**config.mk**
```make
export PLATFORM = sky130hd
export DESIGN_NAME = matmul_sequencer
export DESIGN_NICKNAME = d
export VERILOG_FILES = /design/src/rtl/matmul_sequencer.sv
export SDC_FILE = /design/constraint.sdc
export NUM_CORES = 1
export LEC_CHECK = 0
export ABC_AREA = 1
export BUFFER_PORTS_ARGS = -buffer_cell sky130_fd_sc_hd__buf_2
export CAP_MARGIN = 20
export CORE_MARGIN = 1.5
export CORE_UTILIZATION = 55
export CTS_CLUSTER_DIAMETER = 60
export DETAILED_ROUTE_END_ITERATION = 12
export GPL_ROUTABILITY_DRIVEN = 0
export HOLD_SLACK_MARGIN = 0.12
export PLACE_DENSITY = 0.73
export SLEW_MARGIN = 20
export SYNTH_ARGS = -nofsm -noshare
export SYNTH_HDL_FRONTEND = slang
export SYNTH_SLANG_ARGS = --single-unit
```
**constraint.sdc**
```tcl
create_clock -name clk -period 20.6 [get_ports clk]
set_input_delay 2.06 -clock clk [delete_from_list [all_inputs] [get_ports clk]]
set_output_delay 2.06 -clock clk [all_outputs]
set_load 0.02 [all_outputs]
```
**src/rtl/matmul_sequencer.sv**
```systemverilog
// Bus master computing C = A x B for an N x N word matrix held in the data memory.
// Define MATMUL_SAT_EN to saturate each C element to signed 32 bits instead of wrapping.
module matmul_sequencer #(
    parameter int          N      = 3,
    parameter logic [31:0] A_BASE = 32'h0000_0200,
    parameter logic [31:0] B_BASE = 32'h0000_0300,
    parameter logic [31:0] C_BASE = 32'h0000_0100
) (
    input  logic        clk,
    input  logic        rst_n,
    input  logic        start,
    output logic        busy,
    output logic        done,
    output logic        memread,
    output logic        memwrite,
    output logic [31:0] address,
    output logic [31:0] wdata,
    input  logic [31:0] rdata
);

    localparam logic [2:0] S_IDLE = 3'd0;
    localparam logic [2:0] S_RD_A = 3'd1;
    localparam logic [2:0] S_RD_B = 3'd2;
    localparam logic [2:0] S_WR   = 3'd3;
    localparam logic [2:0] S_DONE = 3'd4;

    localparam int            CW   = (N > 1) ? $clog2(N) : 1;
    localparam logic [CW-1:0] LAST = CW'(N - 1);

    logic [2:0]         state_q, state_d;
    logic [CW-1:0]      i_q, i_d, j_q, j_d, k_q, k_d;
    logic signed [63:0] acc_q, acc_d;
    logic signed [31:0] a_q, a_d;

    logic signed [63:0] a_ext, r_ext, prod;
    logic [31:0]        result;
    logic [31:0]        idx_a, idx_b, idx_c;

    // Full 64-bit signed product; the low 64 bits of a 64x64 multiply are exact here.
    assign a_ext = {{32{a_q[31]}}, a_q};
    assign r_ext = {{32{rdata[31]}}, rdata};
    assign prod  = a_ext * r_ext;

`ifdef MATMUL_SAT_EN
    localparam logic signed [63:0] SAT_MAX = 64'sh0000_0000_7FFF_FFFF;
    localparam logic signed [63:0] SAT_MIN = 64'shFFFF_FFFF_8000_0000;
    always_comb begin
        if (acc_q > SAT_MAX)      result = 32'h7FFF_FFFF;
        else if (acc_q < SAT_MIN) result = 32'h8000_0000;
        else                      result = acc_q[31:0];
    end
`else
    assign result = acc_q[31:0];
`endif

    always_comb begin
        state_d = state_q;
        i_d     = i_q;
        j_d     = j_q;
        k_d     = k_q;
        acc_d   = acc_q;
        a_d     = a_q;
        case (state_q)
            S_IDLE: begin
                if (start) begin
                    state_d = S_RD_A;
                    i_d     = '0;
                    j_d     = '0;
                    k_d     = '0;
                    acc_d   = '0;
                end
            end
            S_RD_A: begin
                a_d     = rdata;
                state_d = S_RD_B;
            end
            S_RD_B: begin
                acc_d = acc_q + prod;
                if (k_q == LAST) begin
                    state_d = S_WR;
                end else begin
                    k_d     = k_q + CW'(1);
                    state_d = S_RD_A;
                end
            end
            S_WR: begin
                acc_d = '0;
                k_d   = '0;
                if (j_q == LAST) begin
                    j_d = '0;
                    i_d = (i_q == LAST) ? '0 : i_q + CW'(1);
                end else begin
                    j_d = j_q + CW'(1);
                end
                state_d = (i_q == LAST && j_q == LAST) ? S_DONE : S_RD_A;
            end
            S_DONE:  state_d = S_IDLE;
            default: state_d = S_IDLE;
        endcase
    end

    always_ff @(posedge clk or negedge rst_n) begin
        if (!rst_n) begin
            state_q <= S_IDLE;
            i_q     <= '0;
            j_q     <= '0;
            k_q     <= '0;
            acc_q   <= '0;
            a_q     <= '0;
        end else begin
            state_q <= state_d;
            i_q     <= i_d;
            j_q     <= j_d;
            k_q     <= k_d;
            acc_q   <= acc_d;
            a_q     <= a_d;
        end
    end

    // Word indices into the row-major matrices; bus outputs depend only on registers.
    assign idx_a = 32'(i_q) * 32'(N) + 32'(k_q);
    assign idx_b = 32'(k_q) * 32'(N) + 32'(j_q);
    assign idx_c = 32'(i_q) * 32'(N) + 32'(j_q);

    always_comb begin
        busy     = (state_q != S_IDLE);
        done     = (state_q == S_DONE);
        memread  = 1'b0;
        memwrite = 1'b0;
        address  = '0;
        wdata    = '0;
        case (state_q)
            S_RD_A: begin
                memread = 1'b1;
                address = A_BASE + (idx_a << 2);
            end
            S_RD_B: begin
                memread = 1'b1;
                address = B_BASE + (idx_b << 2);
            end
            S_WR: begin
                memwrite = 1'b1;
                address  = C_BASE + (idx_c << 2);
                wdata    = result;
            end
            default: ;
        endcase
    end

endmodule

```
==> results.json, run 1 <==
{
  "first_iter_violations": 1334,
  "hold_path_end": "a_q[31]$_DFFE_PN0P_",
  "rsz0062_at_grt": "false",
  "h-tree-depth": 3,
  "cts_sinks": 73,
  "r2r.worst_path.cells": 25,
  "clock_path_buffers": 2,
  "report.final.slew_viol_count": 0,
  "slew-limit-headroom_pct": 20.0,
  "reg2reg_to": "acc_q[30]$_DFFE_PN0P_",
  "design_area_um2": 22500,
  "grtUsageTotal_pct": 29.5,
  "cp_slowest_cell": "buf_2",
  "arrival_ns": 9.00,
  "cts_root_buf": "clkbuf_16",
  "firstDrtPassIters": 5,
  "tns_ns": 0,
  "min_period_over_period_pct": 42.2,
  "synth_area_leaders": "fa_1 (41%), inv_1 (16%), nand2_1 (13%)",
  "maxUsedRoutingLayer": "met4",
  "nets": 3458,
  "io-pin-count": 103,
  "hold_depth": 2,
  "tightest_slew_ns": 1.20,
  "timing.rr.start": "a_q[10]$_DFFE_PN0P_",
  "cts_buffers": 9,
  "rows": 72,
  "drt-total-wl_mm": 56.3,
  "antenna_cells": 0,
  "final_common_cell": "inv_1",
  "mostFrequentLayoutCells": "inv_1 (928), nand2_1 (757), fa_1 (441)",
  "yosys.area.top_type": "fa_1",
  "max_stage_delay_ns": 0.62,
  "dieArea_um2": 40600,
  "dr_wl_met2_mm": 27.0,
  "yosysWarnings": 0,
  "hold_path.class": "flip-flop to flip-flop",
  "synth-edff-count": 0,
  "grt_max_degree": 53,
  "path_clk_slew_ns": 0.07,
  "cts_tree": "done",
  "grt_overflow": 0,
  "coreArea_um2": 38700,
  "place_area_um2": 22200,
  "fmax_mhz": 115,
  "syn_to_final_growth_pct": 3.99,
  "end_kind": "flip-flop",
  "ant_nets": 0,
  "portBuffers": 77,
  "layout-drive-gt1-share_pct": 5.45,
  "critPathMostFrequentCell": "fa_1",
  "fin_worst_skew_ns": 0.0118,
  "hold_viol_final": 0,
  "criticalPathCategory": "primary input to flip-flop",
  "grt_antenna_before_repair": 0,
  "critPathLaunchType": "primary input",
  "cap_viol_max_count": 0,
  "die_x_um": 202,
  "vias_per_cell": 5.16,
  "die_y_um": 202,
  "postSynthAreaPerCell_um2": 7.62,
  "grt_pass1_wl_mm": 93.3,
  "worstPathRequired_ns": 20.90,
  "min_period_ns": 8.70,
  "cts_hold_buf": 0,
  "dr_total_vias": 17200,
  "reg2reg_slack_ns": 13.04,
  "grt_pass1_vias": 18600,
  "cp_max_fo": 28,
  "nFillCells": 3566,
  "ys_seq_area_share_pct": 8.42,
  "synth_ff_type": "dfrtp_1",
  "synth_area_um2": 21700,
  "drc_errors": 0,
  "met1_length_mm": 21.8,
  "cts_setup_buffers": 0,
  "status": "finished, final reports clean",
  "synth_cell_types": 39,
  "cts.repair.resized": 0,
  "dpl.hpwl_mm": 44.9,
  "syn_inst": 2844,
  "finalSetupViolCount": 0,
  "met3_length_mm": 5.18,
  "start_util_pct": 56.0,
  "synth-async-reset-ratio_pct": 100,
  "synth_top_area_share_pct": 40.7,
  "routedWlPerCell_um": 16.8,
  "synth_seq_cells": 73,
  "hold_start": "a_q[31]$_DFFE_PN0P_",
  "clock_latency_ns": 0.38
}
## critical path, delay by kind of cell
family | cells | cell delay (ns)
fa+ha+maj | 9 | 4.43
compound gates | 8 | 1.22
buf+inv | 6 | 0.98
simple gates | 2 | 0.30
## cells in the mapped netlist, drive strengths merged (4+ instances only)
master,instances
clkbuf,84
inv,932
nand2,760
a21o,6
o21ai,62
a21oi,46
o22ai,11
xor2,8
mux2,30
ha,161
nand3,59
buf,64
fa,441
nand3b,7
nor2,62
or2,4
nand4,7
xnor2,13
dfrtp,73
## kinds of logic after synthesis
| kind of cell | synth area share, % |
|---|---|
| flip-flops | 8.42 |
| other | 0.0173 |
| AO/OA/AOI/OAI | 3.29 |
| AND/OR/NAND/NOR | 16.5 |
| multiplexers | 1.56 |
| buffers and inverters | 19.4 |
| adder cells (fa/ha/maj) | 50.0 |
| XOR/XNOR | 0.848 |
## state kept, by name, summed over array words and instances (netlist names)
register / cells
i_q: 2
state_q: 3
acc_q: 32
j_q: 2
a_q: 32
k_q: 2
## layout make-up
class	count	area (um2)	share of cell area (%)
clock buffers	10	239	1.06
multi-input cells	1714	15800	69.9
clock inverters	6	72.6	0.322
flip-flops and latches	73	1830	8.10
well taps	518	648	2.87
repair buffers	90	505	2.24
inverters	933	3500	15.5
## metal layers
layer,GRT usage [%],vias up
met2,49.3,809
li1,-,7829
met5,0,-
met4,12.5,0
met1,37.6,8456
met3,5.47,150
## worst max path at each step
stage | from | to | slack, ns | depth (start not counted)
after detailed placement | rdata[0] | acc_q[28]$_DFFE_PN0P_ | 11.62 | 26
after global routing | rdata[6] | acc_q[28]$_DFFE_PN0P_ | 11.50 | 26
after CTS | rdata[6] | acc_q[28]$_DFFE_PN0P_ | 12.00 | 26
after global placement | rdata[0] | acc_q[27]$_DFFE_PN0P_ | 11.63 | 25
after floorplan | rdata[4] | acc_q[28]$_DFFE_PN0P_ | 12.22 | 27
final | rdata[6] | acc_q[27]$_DFFE_PN0P_ | 11.90 | 25
## through the flow
stage / utilization [%] / setup slack [ns] / instances / hold WS (ns)
2_1_floorplan: - / 12.22 / 2868 / 0.449
3_3_place_gp: 57.3 / 11.63 / 3327 / 0.502
3_5_place_dp: 57.3 / 11.62 / 3327 / 0.513
4_1_cts: 58.1 / 12.00 / 3343 / 0.529
5_1_grt: 58.2 / 11.50 / 3344 / 0.591
6_report: 58.2 / 11.90 / 3344 / 0.537
Power of run 1 is left out: the tool's default activity adds up to more than one toggle a clock period on the data nets, which glitch-free logic cannot reach.
==> inputs of run 2 (changes only) <==
==> constraint.sdc (replaced) <==
create_clock -name clk -period 8.2 [get_ports clk]
set_input_delay 0.82 -clock clk [delete_from_list [all_inputs] [get_ports clk]]
set_output_delay 0.82 -clock clk [all_outputs]
set_load 0.02 [all_outputs]
==> run 2 against run 1 <==
Net effect: die area did not move; first-iteration DRC count grew 13%; core utilization about the same; final cell count grew 0.27%; critical endpoint unchanged.
==> results.json, run 2 (synthesis gave the netlist of run 1 again) <==
{
  "firstDrtPassIters": 6,
  "cts_hold_buf": 0,
  "finalSetupViolCount": 0,
  "report.final.slew_viol_count": 0,
  "drc_errors": 0,
  "drt-total-wl_mm": 57.2,
  "routedWlPerCell_um": 17.1,
  "met3_length_mm": 5.43,
  "min_period_ns": 7.53,
  "end_kind": "flip-flop",
  "clock_path_buffers": 2,
  "start_util_pct": 56.0,
  "cts_tree": "done",
  "cts_root_buf": "clkbuf_16",
  "mostFrequentLayoutCells": "inv_1 (928), nand2_1 (757), fa_1 (441)",
  "layout-drive-gt1-share_pct": 5.75,
  "grt_overflow": 0,
  "rsz0062_at_grt": "false",
  "met1_length_mm": 22.4,
  "dieArea_um2": 40600,
  "syn_to_final_growth_pct": 4.08,
  "coreArea_um2": 38700,
  "grt_pass1_wl_mm": 92.7,
  "critPathLaunchType": "flip-flop",
  "largestRegisters": "a_q (32), acc_q (32), state_q (3)",
  "io-pin-count": 103,
  "grt_max_degree": 50,
  "multiInputGateArea_um2": 15700,
  "grtUsageTotal_pct": 29.4,
  "clock_latency_ns": 0.37,
  "cts.repair.resized": 0,
  "path_clk_slew_ns": 0.07,
  "cts_setup_buffers": 0,
  "slew-limit-headroom_pct": 22.5,
  "maxUsedRoutingLayer": "met5",
  "min_period_over_period_pct": 91.9,
  "grt_pass1_vias": 17900,
  "tightest_slew_ns": 1.16,
  "r2r.worst_path.cells": 27,
  "arrival_ns": 7.76,
  "nets": 3467,
  "tns_ns": 0,
  "fin_worst_skew_ns": 0.0109,
  "status": "finished, final reports clean",
  "worstPathRequired_ns": 8.42,
  "fmax_mhz": 133,
  "ant_nets": 0,
  "seq_area_um2": 1830,
  "grt_antenna_before_repair": 1,
  "die_x_um": 202,
  "rows": 72,
  "portBuffers": 77,
  "cap_viol_max_count": 0,
  "hold_viol_final": 0,
  "h-tree-depth": 3,
  "cp_max_fo": 15,
  "vias_per_cell": 5.16,
  "hold_path.class": "primary input to asynchronous set/reset pin",
  "cts_buffers": 9,
  "dr_total_vias": 17300,
  "criticalPathCategory": "flip-flop to flip-flop",
  "first_iter_violations": 1505,
  "cts_sinks": 73,
  "nFillCells": 3555,
  "final_common_cell": "inv_1",
  "antenna_cells": 0,
  "dr_wl_met2_mm": 27.3,
  "dpl.hpwl_mm": 46.2,
  "die_y_um": 202
}
-- run 2: cell types whose count changed in the layout (fill, tap and decap cells not counted) --
cell,change
clkinv_2,+1
nand3_4,-1
buf_4,+10
clkbuf_8,+1
buf_16,-1
clkinvlp_4,+1
inv_6,-1
bufinv_16,-1
nand3_2,+1
clkinv_4,-1
-- run 2: layer usage --
metal,vias to the layer above,global-route usage [%]
li1,7849,-
met1,8512,39.5
met2,803,48.0
met3,134,4.99
met4,2,11.2
met5,-,0
-- run 2: layout make-up --
| class | count | share of cell area, % |
|---|---|---|
| multi-input combinational | 1714 | 69.8 |
| tap | 518 | 2.87 |
| sequential | 73 | 8.09 |
| inverter | 933 | 15.5 |
| clock buffer | 11 | 1.12 |
| clock inverter | 5 | 0.166 |
| timing repair buffer | 99 | 2.45 |
-- run 2: worst paths after layout --
kind                                  startpoint               endpoint  slack [ns]
max in group asynchronous                  rst_n  acc_q[12]$_DFFE_PN0P_        6.74
min in group clk           acc_q[31]$_DFFE_PN0P_  acc_q[31]$_DFFE_PN0P_        0.52
hold / removal                             rst_n    a_q[27]$_DFFE_PN0P_        0.38
setup / recovery             a_q[12]$_DFFE_PN0P_  acc_q[27]$_DFFE_PN0P_        0.67
hold reg to reg            acc_q[31]$_DFFE_PN0P_  acc_q[31]$_DFFE_PN0P_        0.52
setup reg to reg             a_q[12]$_DFFE_PN0P_  acc_q[27]$_DFFE_PN0P_        0.67
-- run 2: worst max-delay path, cell delays in order, from the launching register on --
cell	delay, ns
dfrtp_1	0.85
buf_4	0.30
nand2_1	0.07
inv_1	0.12
fa_1	0.45
fa_1	0.50
fa_1	0.52
inv_1	0.05
fa_1	0.46
fa_1	0.50
fa_1	0.55
inv_1	0.06
fa_1	0.52
inv_1	0.06
fa_1	0.54
inv_1	0.07
ha_1	0.35
nand2_1	0.09
inv_1	0.08
nand2_1	0.08
nor3_2	0.24
nand4_1	0.15
nand3_1	0.20
a21oi_1	0.13
o21ai_1	0.17
a21oi_1	0.08
o21ai_0	0.12
o21ai_1	0.09
-- run 2: through the flow --
step	setup slack [ns]	cells	area, um2	hold slack, ns	utilization, %
floorplan	1.06	2868	21800	0.449	-
global route	0.152	3353	22600	0.398	58.3
global placement	0.551	3337	22300	0.494	57.5
CTS	0.669	3353	22600	0.378	58.3
detailed placement	0.393	3337	22300	0.494	57.5
finish	0.668	3353	22600	0.377	58.3
Power of run 2 is left out for the same reason.
